## src/rtl/and4_tester_pkg.sv

```systemverilog
// Shared definitions for the AND4 gate tester: FSM encoding, widths and the
// reference function used for the per-vector compare.
package and4_tester_pkg;

  localparam int VEC_W = 4;  // number of UUT inputs / vector width
  localparam int CNT_W = 8;  // settle counter width (SETTLE up to 255)
  localparam int ERR_W = 5;  // mismatch count 0..16

  typedef enum logic [1:0] {
    ST_IDLE   = 2'd0,
    ST_SETTLE = 2'd1,
    ST_CHECK  = 2'd2,
    ST_DONE   = 2'd3
  } state_e;

  // Expected output of a healthy 4-input AND for a given input vector.
  function automatic logic expected_and(input logic [VEC_W-1:0] v);
    return &v;
  endfunction

endpackage

```

## src/rtl/and4_tester_settle_counter.sv

```systemverilog
// Settle-time counter: counts cycles a vector has been held and flags the
// last settle cycle (count == SETTLE-1). Synchronous clear, enable-gated.
module and4_tester_settle_counter
  import and4_tester_pkg::*;
#(
  parameter int unsigned SETTLE = 2
) (
  input  logic clk,
  input  logic rst_n,
  input  logic clr_i,
  input  logic en_i,
  output logic at_limit_o
);

  localparam logic [CNT_W-1:0] LIMIT = CNT_W'(SETTLE - 1);

  logic [CNT_W-1:0] count_q;
  logic [CNT_W-1:0] count_d;

  // Next count: clear wins over increment.
  always_comb begin
    count_d = count_q;
    if (clr_i) begin
      count_d = '0;
    end else if (en_i) begin
      count_d = count_q + 1'b1;
    end
  end

  // Counter register.
  always_ff @(posedge clk or negedge rst_n) begin
    if (!rst_n) begin
      count_q <= '0;
    end else begin
      count_q <= count_d;
    end
  end

  assign at_limit_o = (count_q == LIMIT);

endmodule

```

## src/rtl/and4_tester.sv

```systemverilog
// Sweeps a 4-input AND UUT through all 16 input vectors, holds each for
// SETTLE cycles, checks the UUT output on one CHECK cycle and reports
// pass/fail, the mismatch count and the first failing vector.
//
// Handshake: start is a one-cycle request with no back-pressure. It is
// accepted on a rising edge only when busy is low (IDLE or DONE); while busy
// it is ignored. Acceptance is visible as busy=1 after that edge.
module and4_tester
  import and4_tester_pkg::*;
#(
  parameter int unsigned SETTLE = 2
) (
  input  logic             clk,
  input  logic             rst_n,
  input  logic             start,
  output logic             dut_in0,
  output logic             dut_in1,
  output logic             dut_in2,
  output logic             dut_in3,
  input  logic             dut_out0,
  output logic             busy,
  output logic             done,
  output logic             pass,
  output logic [ERR_W-1:0] err_count,
  output logic [VEC_W-1:0] first_fail,
  output state_e           dbg_state
);

  state_e           state_q, state_d;
  logic [VEC_W-1:0] vec_q, vec_d;
  logic [ERR_W-1:0] err_q, err_d;
  logic [VEC_W-1:0] ff_q, ff_d;
  logic             flag_q, flag_d;
  logic [VEC_W-1:0] din_q, din_d;
  logic             busy_q, busy_d;
  logic             done_q, done_d;
  logic             pass_q, pass_d;

  logic cnt_clr;
  logic cnt_en;
  logic at_limit;
  logic mismatch;

  and4_tester_settle_counter #(
    .SETTLE(SETTLE)
  ) u_settle (
    .clk       (clk),
    .rst_n     (rst_n),
    .clr_i     (cnt_clr),
    .en_i      (cnt_en),
    .at_limit_o(at_limit)
  );

  // Next-state, result bookkeeping and next values of the registered outputs.
  always_comb begin
    state_d  = state_q;
    vec_d    = vec_q;
    err_d    = err_q;
    ff_d     = ff_q;
    flag_d   = flag_q;
    cnt_clr  = 1'b0;
    cnt_en   = 1'b0;
    mismatch = 1'b0;

    case (state_q)
      ST_IDLE, ST_DONE: begin
        if (start) begin
          state_d = ST_SETTLE;
          vec_d   = '0;
          err_d   = '0;
          ff_d    = '0;
          flag_d  = 1'b0;
          cnt_clr = 1'b1;
        end
      end
      ST_SETTLE: begin
        if (at_limit) begin
          state_d = ST_CHECK;
        end else begin
          cnt_en = 1'b1;
        end
      end
      ST_CHECK: begin
        mismatch = (dut_out0 != expected_and(vec_q));
        if (mismatch) begin
          err_d = err_q + 1'b1;
          if (!flag_q) begin
            ff_d   = vec_q;
            flag_d = 1'b1;
          end
        end
        // Compare uses vec_q before the increment, so 15 never wraps to 0.
        if (vec_q == {VEC_W{1'b1}}) begin
          state_d = ST_DONE;
        end else begin
          vec_d   = vec_q + 1'b1;
          cnt_clr = 1'b1;
          state_d = ST_SETTLE;
        end
      end
      default: state_d = ST_IDLE;
    endcase

    busy_d = (state_d == ST_SETTLE) || (state_d == ST_CHECK);
    done_d = (state_d == ST_DONE);
    pass_d = done_d && (err_d == '0);
    din_d  = busy_d ? vec_d : '0;
  end

  // State and output registers; reset clears everything immediately.
  always_ff @(posedge clk or negedge rst_n) begin
    if (!rst_n) begin
      state_q <= ST_IDLE;
      vec_q   <= '0;
      err_q   <= '0;
      ff_q    <= '0;
      flag_q  <= 1'b0;
      din_q   <= '0;
      busy_q  <= 1'b0;
      done_q  <= 1'b0;
      pass_q  <= 1'b0;
    end else begin
      state_q <= state_d;
      vec_q   <= vec_d;
      err_q   <= err_d;
      ff_q    <= ff_d;
      flag_q  <= flag_d;
      din_q   <= din_d;
      busy_q  <= busy_d;
      done_q  <= done_d;
      pass_q  <= pass_d;
    end
  end

  assign dut_in0    = din_q[0];
  assign dut_in1    = din_q[1];
  assign dut_in2    = din_q[2];
  assign dut_in3    = din_q[3];
  assign busy       = busy_q;
  assign done       = done_q;
  assign pass       = pass_q;
  assign err_count  = err_q;
  assign first_fail = ff_q;
  assign dbg_state  = state_q;

endmodule

```

## config.mk

```make
export PLATFORM = sky130hd
export DESIGN_NAME = and4_tester
export DESIGN_NICKNAME = d
export VERILOG_FILES = /design/src/rtl/and4_tester_pkg.sv /design/src/rtl/and4_tester_settle_counter.sv /design/src/rtl/and4_tester.sv
export SDC_FILE = /design/constraint.sdc
export NUM_CORES = 1
export LEC_CHECK = 0
export ABC_AREA = 1
export CORE_MARGIN = 5
export CORE_UTILIZATION = 54
export DETAILED_ROUTE_END_ITERATION = 6
export PLACE_DENSITY = 0.79
export REMOVE_ABC_BUFFERS = 1
export SYNTH_ARGS = -nofsm -noshare
export SYNTH_HDL_FRONTEND = slang
export SYNTH_SLANG_ARGS = --single-unit
```

## constraint.sdc

```tcl
create_clock -name clk -period 2.4 [get_ports clk]
set_clock_uncertainty 0.1 [all_clocks]
set_input_delay 0.36 -clock clk [delete_from_list [all_inputs] [get_ports clk]]
set_output_delay 0.36 -clock clk [all_outputs]
set_load 0.01 [all_outputs]
```

# Yosys cells after proc, flatten, opt, wreduce, memory -nomap -nowiden
# Index checks and enable logic that the tools add are counted.
# Widths: inputs -> output; s select.
totals:
  ff_bits: 31
  inputBits: 4
  out_inout_bits: 18
  wordCells: 60
classes:
  n_addsub: 3
  n_eq_ne: 12
  mux: 25
  n_reduce_logical: 10
ops:
  columns: ["operator", "n"]
  rows:
  - ["$mux 4", 6]
  - ["$mux 8", 2]
  - ["$pmux 4 s2", 2]
  - ["$mux 5", 2]
  - ["$pmux 5 s2", 1]
  - ["$add 8x1->8 const B", 1]
  - ["$eq 2x2->1 const B", 4]
  - ["$eq 8x1->1 const B", 1]
  - ["$reduce_and 4->1", 2]
  - ["$mux 1", 6]
  - ["$mux 2", 3]
  - ["$ne 2x2->1 const B", 3]
  - ["$pmux 2 s3", 1]
  - ["$add 5x1->5 const B", 1]
  - ["$logic_not 5->1", 1]
  - ["$add 4x1->4 const B", 1]
  - ["$eq 2x1->1 const B", 2]
  - ["$eq 4x4->1 const B", 1]
  - ["$pmux 1 s2", 2]
  - ["$reduce_bool 2->1", 2]
  - ["$reduce_and 3->1", 1]
  - ["$logic_not 2->1", 1]
  - ["$reduce_or 2->1", 1]
  - ["$logic_and 1x1->1", 1]
  - ["other kinds (2)", 2]

# Longest topological paths before layout
logic_depth:
  ltp_word: 6
  mapped_depth: 11
  ltp_nobuf: 11

# Hierarchy
# From an unflattened synthesis, not the netlist that was laid out.
hier_totals:
  hier_cells: 215
  hier_area_um2: 1676.6
by_module_without_submodules:
  columns: ["module", "n_inst", "cells_per_inst", "area_per_inst_um2", "seq_area_each_um2"]
  rows:
  - ["and4_tester", 1, 153, 1221.2, 575.6]
  - ["and4_tester_settle_counter", 1, 62, 455.4, 200.2]

# Worst setup path after synthesis
# OpenSTA, ideal clock, no wires.
synth_timing:
  path_type: "reg2reg"
  start: "register state_q[0] (netlist: dbg_state[0])"
  end: "register din_q[0]"
  setup_time_ns: 0.128
  t_arrival_ns: 1.719
  required_time_ns: 2.172
  path_slack_ns: 0.453
  stages_incl_launch_ff: 11
  path_buffers: 0
  period_less_slack_ns: 1.947
  cell_sequence: "dfrtp_1 inv_1 ha_1 inv_2 nor2_2 a21oi_2 nor2_1 a31oi_1 ha_1 inv_1 a211oi_1"
synth_via:
  elab_chain_len: 6
  elab_cells_between_ends: 13
  classes_between: "eq/ne: 5; mux: 5; reduce/logical: 3"
synth_rtl:
  columns: ["element", "line", "rtl"]
  rows:
  - ["start: declaration", "and4_tester.sv:29", "state_e state_q, state_d;"]
  - ["start signal: assignment", "and4_tester.sv:123", "state_q <= state_d;"]
  - ["$eq 2x2->1 / $logic_not 2->1 (equally long branches)", "and4_tester.sv:65", "case (state_q)"]
  - ["$reduce_or 2->1", "and4_tester.sv:65", null]
  - ["$pmux 2 s3 (*)", "and4_tester.sv:65", null]
  - ["net state_d[0]", "and4_tester.sv:29", null]
  - ["$eq 2x1->1 / $eq 2x2->1 (equally long branches)", "and4_tester.sv:104", "busy_d = (state_d == ST_SETTLE) || (state_d == ST_CHECK);"]
  - ["$logic_or 1x1->1 (*)", "and4_tester.sv:104", null]
  - ["net busy_d", "and4_tester.sv:35", "logic busy_q, busy_d;"]
  - ["$mux 4 (*)", "and4_tester.sv:107", "din_d = busy_d ? vec_d : '0;"]
  - ["net din_d[0]", "and4_tester.sv:34", "logic [VEC_W-1:0] din_q, din_d;"]
  - ["end signal: assignment", "and4_tester.sv:128", "din_q <= din_d;"]
  - ["end: declaration", "and4_tester.sv:34", null]
# The timed path passes the listed nets; every way through them passes the cells marked *.
# A chain may end at the register's enable or synchronous reset.

# Worst setup path after layout
# Ends and elaborated chain as after synthesis.

==> results.json <==
{
  "outcome": "complete, no violations",
  "cts_made_buffers": 5,
  "route.detailed.drc": 0,
  "portBuffers": 21,
  "relSlewSlack": 0.747,
  "synth_compound_area_frac": 0.117,
  "slew_violations": 0,
  "drt_first_pass_iters": 4,
  "synthMuxAreaShare": 0,
  "drive_above_1_share": 0.117,
  "area_growth_pct": 17.9,
  "yosysUniqueCellTypes": 31,
  "cts_root_buf": "clkbuf_4",
  "antenna_found_initial": 0,
  "synthCells": 195,
  "drt_iter0_markers": 51,
  "track_usage": 0.178,
  "synth_top_family_by_area": "simple AND/OR/NAND/NOR gates",
  "hpwl_um": 2630,
  "numPlacedInstances": 248,
  "arrival_ns": 2.27,
  "gp_congestion": 0.904,
  "grt_pass1_vias": 1376,
  "synth_xor_xnor_area_share": 0.0160,
  "p_total_uw": 1830,
  "min_period_ns": 2.16,
  "postCtsSetupRepairBufs": 0,
  "fp.coreArea_um2": 2980,
  "fin_setup_tns_ns": 0,
  "routed_wirelength_um": 3340,
  "worstSetupPathType": "flip-flop to flip-flop",
  "die_area_um2": 4240,
  "tightest_slew_ns": 0.379,
  "fin_crit_sh": 0.902,
  "cts_tree": "built",
  "yosys.area_share.simple": 0.265,
  "yosysSeqAreaShare": 0.473,
  "synth_area_um2": 1640,
  "path_clk_slew_ns": 0.09,
  "peakVddDrop_mv": 0.668,
  "std_cell_rows": 20,
  "cts_buffer_depth": 2,
  "hold_path_class": "primary input to async pin",
  "avgSynthCellArea_um2": 8.41,
  "p_leak_uw": 0.000980,
  "postRouteAntennaNets": 0,
  "dieHeight_um": 65.1,
  "setup_viol": 0,
  "start_util": 0.551,
  "grt_pass1_wl_um": 5790,
  "fin_cells": 256,
  "htreeDepth": 2,
  "yosys.area_share.adder": 0.0534,
  "cts.sinks": 31,
  "ys_seq_elements": 31,
  "startpoint_type": "flip-flop",
  "cts_resized": 0,
  "vias": 1368,
  "final_nets": 233,
  "fmax_mhz": 462,
  "crit_path_max_fanout": 4,
  "rsz0062_at_grt": "no",
  "hold_violations": 0,
  "cp-end-kind": "flip-flop",
  "io_pins": 22,
  "crit_required_ns": 2.51,
  "grt_max_degree": 32,
  "gr-total-overflow": 0,
  "wl_per_cell_um": 13.0,
  "p_per_area_nw_per_um2": 946,
  "die_w_um": 65.1,
  "drv_cap": 0,
  "cts_hold_buffers": 0,
  "clk_latency_ns": 0.32,
  "yosys_warnings": 0,
  "antenna_cells": 0,
  "viasPerCell": 5.34
}
[layout by cell type (no fill, tap or decap), drive strengths merged]
master / count
o21a: 1
a31oi: 2
dfrtp: 31
o31ai: 1
xnor2: 1
a211oi: 1
o22ai: 2
clkdlybuf4s50: 21
inv: 29
clkbuf: 7
clkinv: 1
nand2: 51
xor2: 2
nand4: 3
nand3: 15
buf: 1
nor2: 19
o21ai: 11
a21oi: 11
nand3b: 1
a21boi: 1
ha: 7
nor3: 3
o21bai: 1
[cells in the mapped netlist (all sizes together)]
library cell / count / share of area
a211oi: 1 / 0.0046
a21boi: 1 / 0.0046
a21oi: 11 / 0.036
a31oi: 2 / 0.017
buf: 2 / 0.0092
dfrtp: 31 / 0.47
ha: 7 / 0.053
inv: 29 / 0.066
nand2: 51 / 0.13
nand3: 15 / 0.055
nand3b: 1 / 0.0046
nand4: 3 / 0.015
nor2: 19 / 0.050
nor3: 3 / 0.0092
o21a: 1 / 0.0046
o21ai: 11 / 0.034
o21bai: 1 / 0.0046
o22ai: 2 / 0.0076
o31ai: 1 / 0.0046
xnor2: 1 / 0.0053
xor2: 2 / 0.011
[final cells by class]
class                      count  area [um2]
sequential                    31         776
multi-input combinational    133         741
inverter                      29         109
clock buffer                   7        45.0
clock inverter                 1        5.00
tap                           33        41.3
timing repair buffer          22         218
fill                         259        1040
[cells by family (layout without fill, tap and decap cells)]
logic type,after synthesis,after routing
compound gates,31,31
fa+ha+maj,7,7
simple gates,92,92
xor+xnor,3,3
flops,31,31
buf+inv,31,59
[worst paths after layout]
check,from,end,slack (ns),cells past startpoint
setup / recovery,dbg_state[0],din_q[0],0.24,10
hold / removal,rst_n,din_q[0],0.32,2
setup reg to reg,dbg_state[0],din_q[0],0.24,10
hold reg to reg,first_fail[1],first_fail[1],0.39,2
max in group asynchronous,rst_n,err_count[0],1.59,2
min in group clk,first_fail[1],first_fail[1],0.39,2
[power breakdown]
group / total [uW] / switching [uW] / internal, uW / leakage [uW]
Clock: 273 / 159 / 114 / 0.0000293
Sequential: 700 / 77.4 / 623 / 0.000421
Combinational: 857 / 548 / 310 / 0.000530
[critical path: stages, from the launching register on]
cell and delay (ns):
dfrtp_1 0.41, inv_1 0.06, ha_1 0.34, inv_2 0.11
nor2_2 0.07, a21oi_2 0.19, nor2_1 0.07, a31oi_1 0.22
ha_1 0.29, inv_1 0.12, a211oi_1 0.06
[layer usage]
metal / share of wire / up-vias / global-route usage / wire [um]
li1: - / 683 / - / -
met1: 0.44 / 638 / 0.214 / 1450
met2: 0.48 / 38 / 0.294 / 1600
met3: 0.070 / 9 / 0.0444 / 232
met4: 0.016 / 0 / 0.0984 / 52
met5: 0 / - / 0 / 0
[registers in the layout (all words and copies together) (netlist names)]
| signal | flops |
|---|---|
| u_settle.count_q | 8 |
| err_count | 5 |
| din_q | 4 |
| first_fail | 4 |
| vec_q | 4 |
| dbg_state | 2 |
| busy | 1 |
| done | 1 |
| flag_q | 1 |
| pass | 1 |
[stage by stage]
step | hold WS [ns] | util | setup WS [ns] | cell area (um2)
after global placement | 0.368 | 0.633 | 0.330 | 1880
final | 0.324 | 0.650 | 0.235 | 1930
after detailed placement | 0.382 | 0.633 | 0.223 | 1880
after global routing | 0.335 | 0.650 | 0.0887 | 1930
after CTS | 0.320 | 0.650 | 0.235 | 1930
after floorplan | -0.0356 | - | 0.453 | 1630
Power figures use the tool's default switching activity.
==> patch 1: new RTL, config.mk and constraints unchanged <==
Make the reset (`rst_n`) synchronous in 2 clocked blocks.
--- a/src/rtl/and4_tester_settle_counter.sv
+++ b/src/rtl/and4_tester_settle_counter.sv
@@ -29,5 +29,5 @@
 
   // Counter register.
-  always_ff @(posedge clk or negedge rst_n) begin
+  always_ff @(posedge clk) begin
     if (!rst_n) begin
       count_q <= '0;
--- a/src/rtl/and4_tester.sv
+++ b/src/rtl/and4_tester.sv
@@ -109,5 +109,5 @@
 
   // State and output registers; reset clears everything immediately.
-  always_ff @(posedge clk or negedge rst_n) begin
+  always_ff @(posedge clk) begin
     if (!rst_n) begin
       state_q <= ST_IDLE;
Behaviour: differs if rst_n is asserted again (counterexample within 4 cycles, from zero or initial values and one cycle with rst_n low); with rst_n held inactive, the same outputs for 10 cycles.
==> patch 1 against the unedited design <==
- worst setup slack improved by 0.095 ns
- count of clock-buffer cells in the layout fell by 1
- sequential cell count unchanged
- routed wire length decreased by 2.0%
- area after synthesis is 1.1% lower
- cell area up 0.13%
- hold slack gained 0.045 ns
- total power increased by 1.3%
- critical path type unchanged
- largest power group unchanged
==> patch 1: results (changes against the unedited design) <==
* Run status: finished, final reports clean (unchanged)
* Non-clk invs at 31 (was 29)
* Worst Path Arrival at 2.20 ns (was 2.27 ns)
* Most used standard cells in the synthesized netlist: 60 x nand2_1, 31 x dfxtp_1, 26 x inv_1 (was 45 x nand2_1, 31 x dfrtp_1, 24 x inv_1)
* Metal-1 WL at 1813 um (was 1452 um)
* VDD IR max at 0.0004872 V (was 0.0006679 V)
* Post-synth top flop: dfxtp_1 (was dfrtp_1)
* Global routing met2 resource utilization at 0.2542 (was 0.2937)
* Slowest cell on the critical path: dfxtp_1 (was dfrtp_1)
* Met3 wirelength from detailed routing at 127 um (was 232 um)
* Crit-path max FO at 10 (was 4)
* Synthesized-area fraction occupied by xor and xnor cells at 0.02699 (was 0.01602)
* FF+latch count at 31 (unchanged)
* Total sequential power at 0.000624 W (was 0.000700 W)
* Routed wire per std cell at 11.64 um (was 13.03 um)
* DPL Wire Length at 2451 um (was 2632 um)
* Multi-input gate area at 857.1 um2 (was 740.7 um2)
* Fill cell count at 253 (was 259)
* Fraction of the mapped netlist area in adder cells at 0.05397 (was 0.05339)
* Routed via count at 1425 (was 1368)
* Static power due to leakage at 0.8613 nW (was 0.9799 nW)
* # clk buffers at 6 (was 7)
* Global-route total usage across every layer at 0.1823 (was 0.1783)
* Met1 demand-to-capacity share in global routing at 0.2665 (was 0.2136)
* Clock tree cell share of total cell area at 0.04457 (was 0.02587)
* Met3 global-route usage at 0.05699 (was 0.04444)
* Post-synth ARST share at 0 (was 1.000)
* Clock-net power at 0.000429 W (was 0.000273 W)
* Multi-input combinational cell count at 158 (was 133)
* Via count of the first global-routing pass at 1281 (was 1376)
* Net total in the final layout at 260 (was 233)
* Area occupied by registers at 620.6 um2 (was 775.7 um2)
* Leading post-synthesis cells by cell area: dfxtp_1 38%, nand2_1 14%, inv_1 6.0% (was dfrtp_1 47%, nand2_1 10%, inv_1 5.5%)
patch 1: cell count changes after synthesis, sizes merged, moves of 2 or more:
cell and delta:
o21ai -4, nand4 +2, dfrtp -31, nand2 +12, buf +2, nor2 +4
a21oi +4, dfxtp +31, inv +2, nand3 +6, o22ai -2
patch 1: worst paths after layout:
check / end / slack, ns / cells past startpoint
worst max register to register: din_q[3]$_SDFF_PN0_ / 0.33 / 9
worst min register to register: first_fail[2]$_SDFFE_PN0P_ / 0.37 / 2
worst max-delay path: din_q[3]$_SDFF_PN0_ / 0.33 / 9
worst min-delay path: first_fail[2]$_SDFFE_PN0P_ / 0.37 / 2
patch 1: through the flow:
step / power [W] / worst slack [ns] / cells / area, um2
after global placement: 0.001415 / 0.3629 / 273 / 1851
after floorplan: 0.001187 / 0.4913 / 220 / 1594
after global routing: 0.002014 / 0.1422 / 281 / 1937
after detailed placement: 0.001433 / 0.3168 / 273 / 1851
final: 0.001854 / 0.3304 / 281 / 1937
after CTS: 0.001867 / 0.3273 / 281 / 1937
==> patch 2: new RTL, config.mk and constraints unchanged <==
Without the edit above. The package constant `VEC_W` goes from 4 to 6.
--- a/src/rtl/and4_tester_pkg.sv
+++ b/src/rtl/and4_tester_pkg.sv
@@ -3,5 +3,5 @@
 package and4_tester_pkg;
 
-  localparam int VEC_W = 4;  // number of UUT inputs / vector width
+  localparam int VEC_W = 6;  // number of UUT inputs / vector width
   localparam int CNT_W = 8;  // settle counter width (SETTLE up to 255)
   localparam int ERR_W = 5;  // mismatch count 0..16
Interface: changed (resized first_fail); port bits go from 22 to 24. The function was not compared with the original's and may differ.
==> patch 2 against the unedited design <==
- area after synthesis is 14% higher
- routed wire length grew 13%
- cell area is 15% higher
- die area grew 12%
- sequential cell count grew 4
- first-iteration DRC count rose by 7.8%
- clock power increased by 12%
- hold slack lost 0.019 ns
- worst setup slack improved by 0.019 ns
- total power grew 2.0%
- critical endpoint is now din_q[2]$_DFF_PN0_
- highest routed layer unchanged
==> patch 2: results (changes against the unedited design) <==
* Average cell area after synthesis at 8.146 um2 (was 8.412 um2)
* Final std cells w/o fill at 309 (was 256)
* Final worst-path setup slack at 0.2538 ns (was 0.2351 ns)
* First-pass GRT wire length at 6465 um (was 5789 um)
* Setup slack at placement at 0.2399 ns (was 0.2233 ns)
* Peak per-stage delay on the critical path at 0.38 ns (was 0.41 ns)
* Synthesized-area fraction occupied by xor and xnor cells at 0.01878 (was 0.01602)
* Global-route total usage across every layer at 0.1905 (was 0.1783)
* Fraction of layout instances using a drive strength above 1 at 0.1255 (was 0.1166)
* Vias per cell at 4.903 (was 5.344)
* Fraction of the mapped netlist area in compound gates at 0.1234 (was 0.1167)
* Net total in the final layout at 273 (was 233)
* Static power due to leakage at 1.105 nW (was 0.9799 nW)
* Total length of routed wires at 3756 um (was 3336 um)
* Antenna violations before repair at 0 (unchanged)
* DRC violation total after the first TritonRoute iteration at 55 (was 51)
* Via count of the first global-routing pass at 1502 (was 1376)
* Post-synth ARST share at 1.000 (unchanged)
* Termination of the worst setup path: din_q[2]$_DFF_PN0_ (was din_q[0]$_DFF_PN0_)
* DPL Wire Length at 2839 um (was 2632 um)
* Unique masters post-synth at 27 (was 31)
* Number of placed cells counting well taps at 301 (was 248)
* Fraction of power spent switching nets at 0.4106 (was 0.4282)
* Run status: finished, final reports clean (unchanged)
* Most used standard cells in the synthesized netlist: 59 x nand2_1, 35 x dfrtp_1, 33 x inv_1 (was 45 x nand2_1, 31 x dfrtp_1, 24 x inv_1)
* Met3 wirelength from detailed routing at 162 um (was 232 um)
* Clock slew seen by the registers of the worst setup and hold paths at 0.11 ns (was 0.09 ns)
* Num CTS Buffers at 5 (unchanged)
* Area after DPL at 2177 um2 (was 1884 um2)
* Worst R2R Setup Slack at 0.25 ns (was 0.24 ns)
* Metal-1 WL at 1853 um (was 1452 um)
* Drt first pass iters at 6 (was 4)
* Fraction of the mapped netlist area in adder cells at 0.04695 (was 0.05339)
* Met1 demand-to-capacity share in global routing at 0.2474 (was 0.2136)
* Cell family contributing the most delay on the critical path: adder cells (unchanged)
* Routability-driven placement congestion ratio at 0.8826 (was 0.9044)
* VDD IR max at 0.0005414 V (was 0.0006679 V)
* Fin Hold WS at 0.3050 ns (was 0.3237 ns)
* Number of H-tree branching levels at 2 (unchanged)
* Sequential element share of the synthesized area at 0.4695 (was 0.4729)
* Yosys warning count at 0 (unchanged)
* Maximum number of pins on one net before global-route repair at 36 (was 32)
* Met2 WL post-DR at 1662 um (was 1599 um)
* Clk_lat worst skew at 0.35 ns (was 0.32 ns)
* Total of buffers placed on input and output ports at 23 (was 21)
* Met3 global-route usage at 0.03728 (was 0.04444)
* Number of flip-flops under the largest register name at 8 (unchanged)
* Leading post-synthesis cells by cell area: dfrtp_1 47%, nand2_1 12%, inv_1 6.6% (was dfrtp_1 47%, nand2_1 10%, inv_1 5.5%)
* Global routing met2 resource utilization at 0.2956 (was 0.2937)
* Relative slew slack at 0.6986 (was 0.7471)
[patch 2: power by group through the flow]
stage	clock, W	combinational [W]	sequential (W)
5_1_grt	0.000346	0.000917	0.000763
6_report	0.000307	0.000811	0.000749
3_3_place_gp	0	0.000795	0.000762
2_1_floorplan	0	0.000490	0.000774
3_5_place_dp	0	0.000813	0.000758
4_1_cts	0.000322	0.000818	0.000750
[patch 2: layout make-up]
type	count	area [um2]
clock buffers	5	37.54
multi-input cells	158	844.6
inverters	33	123.9
well taps	46	57.56
fillers	306	1107
repair buffers	29	275.3
flip-flops and latches	35	875.8
clock inverters	3	15.01
[patch 2: worst reg2reg max path, cell delays in order (launching register included)]
cell	delay, ns
dfrtp_1	0.38
inv_1	0.06
ha_1	0.32
inv_1	0.10
nor2_1	0.08
a21oi_1	0.17
inv_1	0.11
a32oi_1	0.24
ha_1	0.29
inv_1	0.13
a21oi_1	0.05
